File: src/rtl/keypad_key_fifo.sv
// keypad_key_fifo
//   Snoops the keypad scanner's row drive and the column sense lines to
//   capture the pressed key, decodes it to a hex key code on the scanner's
//   commit pulse and queues the code for the MCU-side consumer.
//
// Ports
//   clk        system clock, all state on posedge
//   rst_n      asynchronous active-low reset
//   row        one-hot row drive from scanner
//   col        keypad column sense, active-high
//   key_en     scanner commit pulse, one cycle per press
//   key_valid  FIFO non-empty
//   key_code   code at FIFO head, valid when key_valid
//   key_ready  consumer accepts head when key_valid & key_ready
//   count      current FIFO occupancy (0..DEPTH)
//   overflow   sticky: commit dropped because FIFO was full
//   bad_key    sticky: commit dropped because capture was not one-hot
//   clr_flags  synchronous clear of overflow and bad_key
//
// Capture FSM
//   state    | meaning
//   IDLE     | waiting for any column to go active
//   HELD     | row/col captured and frozen, waiting for commit
//   WAIT_REL | committed, waiting for all columns to release
module keypad_key_fifo #(
  parameter  int DEPTH = 4,
  localparam int PTR_W = $clog2(DEPTH)
) (
  input  logic             clk,
  input  logic             rst_n,
  input  logic [3:0]       row,
  input  logic [3:0]       col,
  input  logic             key_en,
  output logic             key_valid,
  output logic [3:0]       key_code,
  input  logic             key_ready,
  output logic [PTR_W:0]   count,
  output logic             overflow,
  output logic             bad_key,
  input  logic             clr_flags
);

  typedef enum logic [1:0] {
    IDLE     = 2'd0,
    HELD     = 2'd1,
    WAIT_REL = 2'd2
  } state_t;

  localparam logic [PTR_W:0] DEPTH_C = (PTR_W+1)'(DEPTH);

  state_t            state, state_nx;
  logic [3:0]        cap_row, cap_col;
  logic              zero_seen;
  logic              cap_load, commit, cap_ok;
  logic [3:0]        code_in;

  logic [3:0]        mem [DEPTH];
  logic [PTR_W-1:0]  wptr, rptr, rptr_nx;
  logic [PTR_W:0]    cnt_nx;
  logic              full, push, pop;

  function automatic logic onehot4(input logic [3:0] v);
    return (v != 4'd0) && ((v & (v - 4'd1)) == 4'd0);
  endfunction

  function automatic logic [1:0] idx4(input logic [3:0] v);
    case (v)
      4'b0010: return 2'd1;
      4'b0100: return 2'd2;
      4'b1000: return 2'd3;
      default: return 2'd0;
    endcase
  endfunction

  function automatic logic [3:0] decode(input logic [1:0] r, input logic [1:0] c);
    case ({r, c})
      4'h0: return 4'h1;  4'h1: return 4'h2;  4'h2: return 4'h3;  4'h3: return 4'hA;
      4'h4: return 4'h4;  4'h5: return 4'h5;  4'h6: return 4'h6;  4'h7: return 4'hB;
      4'h8: return 4'h7;  4'h9: return 4'h8;  4'hA: return 4'h9;  4'hB: return 4'hC;
      4'hC: return 4'hE;  4'hD: return 4'h0;  4'hE: return 4'hF;  default: return 4'hD;
    endcase
  endfunction

  // ---------------- capture FSM ----------------
  always_ff @(posedge clk or negedge rst_n) begin
    if (!rst_n) state <= IDLE;
    else        state <= state_nx;
  end

  always_comb begin
    state_nx = state;
    case (state)
      IDLE:     if (col != 4'd0) state_nx = HELD;
      HELD:     if (key_en) state_nx = WAIT_REL;
                else if (col == 4'd0 && zero_seen) state_nx = IDLE;
      WAIT_REL: if (col == 4'd0) state_nx = IDLE;
      default:  state_nx = IDLE;
    endcase
  end

  always_comb begin
    cap_load = (state == IDLE) && (col != 4'd0);
    commit   = (state == HELD) && key_en;
  end

  // zero_seen remembers one released cycle in HELD so a second one aborts
  always_ff @(posedge clk or negedge rst_n) begin
    if (!rst_n) begin
      cap_row   <= 4'd0;
      cap_col   <= 4'd0;
      zero_seen <= 1'b0;
    end else begin
      if (cap_load) begin
        cap_row <= row;
        cap_col <= col;
      end
      zero_seen <= (state == HELD) && !key_en && (col == 4'd0);
    end
  end

  assign cap_ok  = onehot4(cap_row) && onehot4(cap_col);
  assign code_in = decode(idx4(cap_row), idx4(cap_col));

  // ---------------- FIFO ----------------
  assign key_valid = (count != '0);
  assign full      = (count == DEPTH_C);
  assign pop       = key_valid && key_ready;
  // a pop in the same cycle frees the slot, so a full FIFO still accepts
  assign push      = commit && cap_ok && (!full || pop);
  assign rptr_nx   = pop ? rptr + PTR_W'(1) : rptr;

  always_comb begin
    cnt_nx = count;
    case ({push, pop})
      2'b10:   cnt_nx = count + 1'b1;
      2'b01:   cnt_nx = count - 1'b1;
      default: cnt_nx = count;
    endcase
  end

  always_ff @(posedge clk) begin
    if (push) mem[wptr] <= code_in;
  end

  always_ff @(posedge clk or negedge rst_n) begin
    if (!rst_n) begin
      wptr     <= '0;
      rptr     <= '0;
      count    <= '0;
      key_code <= 4'd0;
      overflow <= 1'b0;
      bad_key  <= 1'b0;
    end else begin
      if (push) wptr <= wptr + PTR_W'(1);
      rptr  <= rptr_nx;
      count <= cnt_nx;
      // registered head: the entry being written this cycle bypasses mem
      if (cnt_nx != '0)
        key_code <= (push && rptr_nx == wptr) ? code_in : mem[rptr_nx];
      overflow <= (commit && cap_ok && full && !pop) || (overflow && !clr_flags);
      bad_key  <= (commit && !cap_ok) || (bad_key && !clr_flags);
    end
  end

endmodule

File: config.mk
export PLATFORM = sky130hd
export DESIGN_NAME = keypad_key_fifo
export DESIGN_NICKNAME = d
export VERILOG_FILES = /design/src/rtl/keypad_key_fifo.sv
export SDC_FILE = /design/constraint.sdc
export NUM_CORES = 1
export LEC_CHECK = 0
export CAP_MARGIN = 20
export CORE_ASPECT_RATIO = 1.2
export CORE_MARGIN = 10
export CORE_UTILIZATION = 61
export CTS_CLUSTER_DIAMETER = 150
export CTS_CLUSTER_SIZE = 28
export DETAILED_ROUTE_END_ITERATION = 10
export PLACE_DENSITY = 0.84
export SETUP_SLACK_MARGIN = 0.05
export SYNTH_ARGS = -nofsm -noshare
export SYNTH_HDL_FRONTEND = slang
export SYNTH_SLANG_ARGS = --single-unit
File: constraint.sdc
create_clock -name clk -period 5.2 [get_ports clk]
set_clock_uncertainty 0.2 [all_clocks]
set_input_delay 1.3 -clock clk [delete_from_list [all_inputs] [get_ports clk]]
set_output_delay 1.3 -clock clk [all_outputs]
set_load 0.02 [all_outputs]
Word-level counts from Yosys, hierarchy flattened
Memory sizes are Yosys's and may differ from the RTL's. A register that Yosys moved wholly into a read port is not among the register bits.
Index checks and enable logic that the tools add are counted.
{ "word_totals": {"reg_bits": 20, "elab_cells": 79, "romBits": 64, "mem_count": 2, "output_inout_bits": 10, "inputBits": 13, "ram_bits": 16} }
{ "memory_table": {"columns": ["name", "depth", "word_bits", "read_ports", "rd_ports_with_merged_regs", "wr", "line", "text"], "rows": [
  ["(name not given)", 16, 4, 1, 0, 0, "76", "case ({r, c})"],
  ["mem", 4, 4, 1, 1, 1, "57", "logic [3:0] mem [DEPTH];"]
]} }
{ "classes": {"muxes": 11, "addsub": 6, "bitwise_logic": 2, "reduce_logical": 35, "n_eq_ne": 14} }
{ "ops": {"columns": ["op", "n"], "rows": [
  ["$pmux W2 S3", 3],
  ["$logic_and A1 B1 Y1", 16],
  ["$logic_not A4 Y1", 3],
  ["$reduce_bool A4 Y1", 3],
  ["$mux W2", 5],
  ["$and A4 B4 Y4", 2],
  ["$eq A4 B2 Y1 const B", 2],
  ["$eq A4 B3 Y1 const B", 2],
  ["$eq A4 B4 Y1 const B", 2],
  ["$sub A4 B1 Y4 const B", 2],
  ["$logic_not A1 Y1", 6],
  ["$pmux W3 S2", 1],
  ["$reduce_bool A3 Y1", 2],
  ["$add A2 B1 Y2 const B", 2],
  ["$eq A2 B1 Y1 const B", 2],
  ["$eq A2 B2 Y1 const B", 2],
  ["$add A3 B1 Y3 const B", 1],
  ["$eq A3 B3 Y1 const B", 1],
  ["$logic_or A1 B1 Y1", 3],
  ["$ne A3 B3 Y1 const B", 1],
  ["$reduce_and A3 Y1", 1],
  ["$sub A3 B1 Y3 const B", 1],
  ["$logic_not A2 Y1", 1],
  ["$mux W1", 2],
  ["other kinds (2)", 2]
]} }

Logic depth before layout (Yosys ltp)
{ "logic_depth": {"ltp_word": 10, "ltp_mapped": 11} }

Worst setup path before layout
OpenSTA, ideal clock, no wires.
{ "synth_path": {"kind": "input to register", "startpoint": "input port key_en", "endpoint": "register key_code[0], read port of mem", "path_stages": 10, "path_buffers": 1, "arrival_ps": 3548, "setup_ps": 125, "setup_slack_ps": 1327, "required_ps": 4875, "cell_sequence": "nand3b_2 > nor3_4 > buf_2 > nor2_1 > fa_1 > or3_1 > mux2i_1 > o31ai_2 > o21ai_2 > mux2_4"} }
{ "synth_via": {"elab_chain_cells": 6, "word_cells_on_any_way": 7, "cone_classes": "eq/ne (2); mux (1); reduce/logical (4)"} }
{ "synth_rtl": {"columns": ["item", "line", "text"], "rows": [
  ["start, declared", "33", "input logic key_en,"],
  ["$logic_and A1 B1 Y1 (*)", "103", "commit = (state == HELD) && key_en;"],
  ["$logic_and A1 B1 Y1 (*) (2 in a row)", "129", "assign push = commit && cap_ok && (!full || pop);"],
  ["$eq A2 B1 Y1 or $eq A2 B2 Y1 (tied branches)", "134", "case ({push, pop})"],
  ["$pmux W3 S2 (*)", "134", null],
  ["$reduce_bool A3 Y1 (*)", "158", "if (cnt_nx != '0)"],
  ["end, declared", "35", "output logic [3:0] key_code,"]
]} }
Mark *: on every way between the ends. The rest lies on a longest branch, timed or not.
A chain may end at the register's enable or synchronous reset.

Final worst setup path
{ "layout_path": {"startpoint": "input port key_en", "endpoint": "register key_code[3], read port of mem"} }
Same word-level chain as after synthesis.

==> summary.txt <==
Outcome
  – Status: finished clean

STA
  – Crit share post-route: 0.7893
  – Slew of the pin with the lowest slew margin: 0.6762 ns
  – Hold_ws: ~0.30 ns
  – Fmax: 243.7 MHz
  – Worst rel slew slack: 0.5492
  – Max-slew violations: 0
  – Final setup viols: 0
  – Final hold vios: 0
  – Setup TNS: 0 ns
  – Worst setup margin: between 1 and 1.5 ns
  – RSZ-0062 raised after global routing: no
  – Crit path time final: 4.104 ns

Clock tree
  – Post-cts sizing count: 0
  – Worst-path clk slew: 0.07 ns
  – Clock buffer depth: 2
  – Clock Tree Root: clkbuf_8
  – Hold-fix buffer count after cts: 0
  – Worst-skew pair later-pin latency: 0.29 ns
  – H-tree levels: 2
  – Setup Fix Bufs, Post-CTS: 0
  – CTS tree: built
  – Clock sink total: 40
  – Clock buffer count from CTS: 5

Power
  – Net Switching: 664.8 uW
  – Power Total: 1651 uW
  – Clock share of power: 0.149
  – Pwr/cell area: 594.5 nW/um2
  – Peak VDD IR: 0.3447 mV
  – Sw frac: 0.4028
  – Comb power frac: 0.481
  – Lkg Pwr: 0.001062 uW
  – Seq pwr share: 0.369
  – Internal power: 985.7 uW

Synthesis
  – Yosys top cell by area: dfrtp_1
  – Gate Count Post-Synth: 220
  – Avg Synthesized Cell Area: about 11 um2
  – Synth top cells by count: dfrtp_1 (24), edfxtp_1 (16), nor3_1 (14), a21oi_1 (12)
  – Register bit count reported by yosys: 40
  – Net count of the mapped netlist: 243
  – Netlist Area Pre-Place: 2389 um2
  – Synth Warn #: 0
  – Most frequent cell after synthesis: dfrtp_1
  – Sequential area share after synthesis: 0.4526
  – Main synth FF type: dfrtp_1
  – Post-synth EDFFs: 16
  – Distinct cells, synth: 53
  – Largest cells by area after synthesis: dfrtp_1 (25%), edfxtp_1 (20%), ha_1 (4.7%)
  – Top cell type's share of synthesized area: 0.2514
  – Async SR Flop Fraction: 0.6000

Route
  – Via density: 5.915
  – Routed WL: 4296 um
  – DRT iter0 DRCs: 131
  – DRC errors left: 0
  – WL/cell: 14.66 um
  – Vias: 1,733
  – Antenna viol nets, final: 0
  – TritonRoute pass-1 iters: 4

Global routing
  – Total global-route track usage: 0.1358
  – First-pass GRT wire length: roughly 7700 um
  – Initial antenna violation count: 0
  – Vias in the first global route: 1,741
  – Largest net degree at the start of global routing: 25
  – Overflow after GRT: 0

Critical path
  – Setup crit end kind: register
  – Crit Path Class: in -> reg
  – WP data arrival: approximately 4.1 ns
  – Crit path launch type: primary input
  – WP data required: a little over 5 ns
  – Worst r2r dst: key_code[3]
  – Worst-path fanout max: 15
  – Reg2Reg Setup Slack: approximately 1.9 ns
  – Critical R2R Launch: cap_col[3]
  – Crit path from: key_en
  – Worst Setup EP: key_code[3]
  – Reg2reg path depth: 11

Die
  – IO Count: 23
  – Die Ht: 88.55 um
  – Core Rows: 24
  – Core box area: 3694 um2
  – Die width: slightly below 80 um
  – Die area: 6829 um2
  – Initial core utilization: 0.6467

Hold path
  – Hold path start: state[1]
  – HP Class: reg -> reg
  – Hold Path Depth: 1

Placement
  – Port Buffer Count: 22
  – Place WS: 0.7686 ns
  – DP HPWL: 3151 um
  – Gpl congestion: approximately 0.8
  – Post-Place Cell Area: roughly 2600 um2

Cells and area
  – Footprint of the multi-input gates: 1222 um2
  – N_diodes: 0
  – Fin area: between 2000 and 3000 um2
  – NumNets Final: about 260
  – Share of layout cells above drive strength 1: 0.1162
  – Area Growth Syn to Fin: 16.24%
  – Sequential cell area: roughly 1100 um2
  – Filler instances: 265

Run
  – Max cap viols: 0
-- power by group through the flow --
stage                     clock network [uW]  registers [uW]  logic (uW)
after floorplan                            0             572         634
after global placement                     0             607         775
after detailed placement                   0             613         794
after CTS                                251             608         802
after global routing                     262             630         891
final                                    246             609         795
-- flip-flops by register name, summed over array words and instances, names as in the netlist --
| register | cells |
|---|---|
| count | 3 |
| rptr | 2 |
| cap_row | 4 |
| cap_col | 4 |
| state | 2 |
| bad_key | 1 |
| mem | 16 |
| key_code | 4 |
| overflow | 1 |
| wptr | 2 |
| zero_seen | 1 |
-- cells in the final DEF, fill, tap and decap left out, drive strengths merged, types with 4 or more instances in the layout --
master / netlist / final
nand3: 5 / 5
nand2: 8 / 8
mux2: 12 / 12
edfxtp: 16 / 16
inv: 9 / 9
clkbuf: 7 / 5
ha: 9 / 9
nor2b: 4 / 4
a21oi: 12 / 12
o31ai: 5 / 5
xnor2: 9 / 9
dfrtp: 24 / 24
mux2i: 7 / 7
clkdlybuf4s50: 0 / 22
a211oi: 4 / 4
or3: 6 / 6
and2: 4 / 4
o21ai: 14 / 14
nor3: 15 / 15
nor2: 10 / 10
-- layer usage --
| layer | routed length (um) | global-route usage |
|---|---|---|
| met1 | 1779 | 0.1480 |
| met2 | 2268 | 0.2473 |
| met3 | 192 | 0.04158 |
| met4 | 55 | 0.04485 |
| met5 | 0 | 0 |
-- per-stage QoR --
step / instances / utilization
5_1_grt: 293 / 0.7517
4_1_cts: 292 / 0.7442
6_report: 293 / 0.7517
3_3_place_gp: 284 / 0.7141
2_1_floorplan: 220 / -
3_5_place_dp: 284 / 0.7141
-- how the worst min path moves through the flow --
stage / end / slack, ns
2_1_floorplan: zero_seen / 0.26
3_3_place_gp: zero_seen / 0.29
3_5_place_dp: state[0] / 0.29
4_1_cts: state[0] / 0.31
5_1_grt: zero_seen / 0.33
6_report: zero_seen / 0.30
-- cells by family after synthesis --
logic type                 after synthesis  share of synthesized area
DFF                                     40                     0.4526
adders and majority gates               10                    0.05553
muxes                                   20                     0.1000
AOI/OAI and AO/OA                       53                     0.1551
buffers and inverters                   21                    0.03562
xor gates and xnor gates                11                    0.04034
and+or+nand+nor                         65                     0.1608
-- final cells by class --
class	count	share of cell area
tap	52	0.02343
inverter	9	0.01217
multi-input combinational	159	0.4403
clock buffer	5	0.02479
timing repair buffer	25	0.09464
sequential	40	0.3894
clock inverter	3	0.01532
-- worst max-delay path: stages --
cell and delay (ns):
clkdlybuf4s50_1 0.52, nand3b_2 0.16, nor3_4 0.20, buf_4 0.23, nor2_1 0.08, fa_1 0.48, or3_1 0.40, mux2i_1 0.17
o31ai_2 0.08, o21ai_2 0.14, mux2_4 0.33
Power figures use the tool's default switching activity.
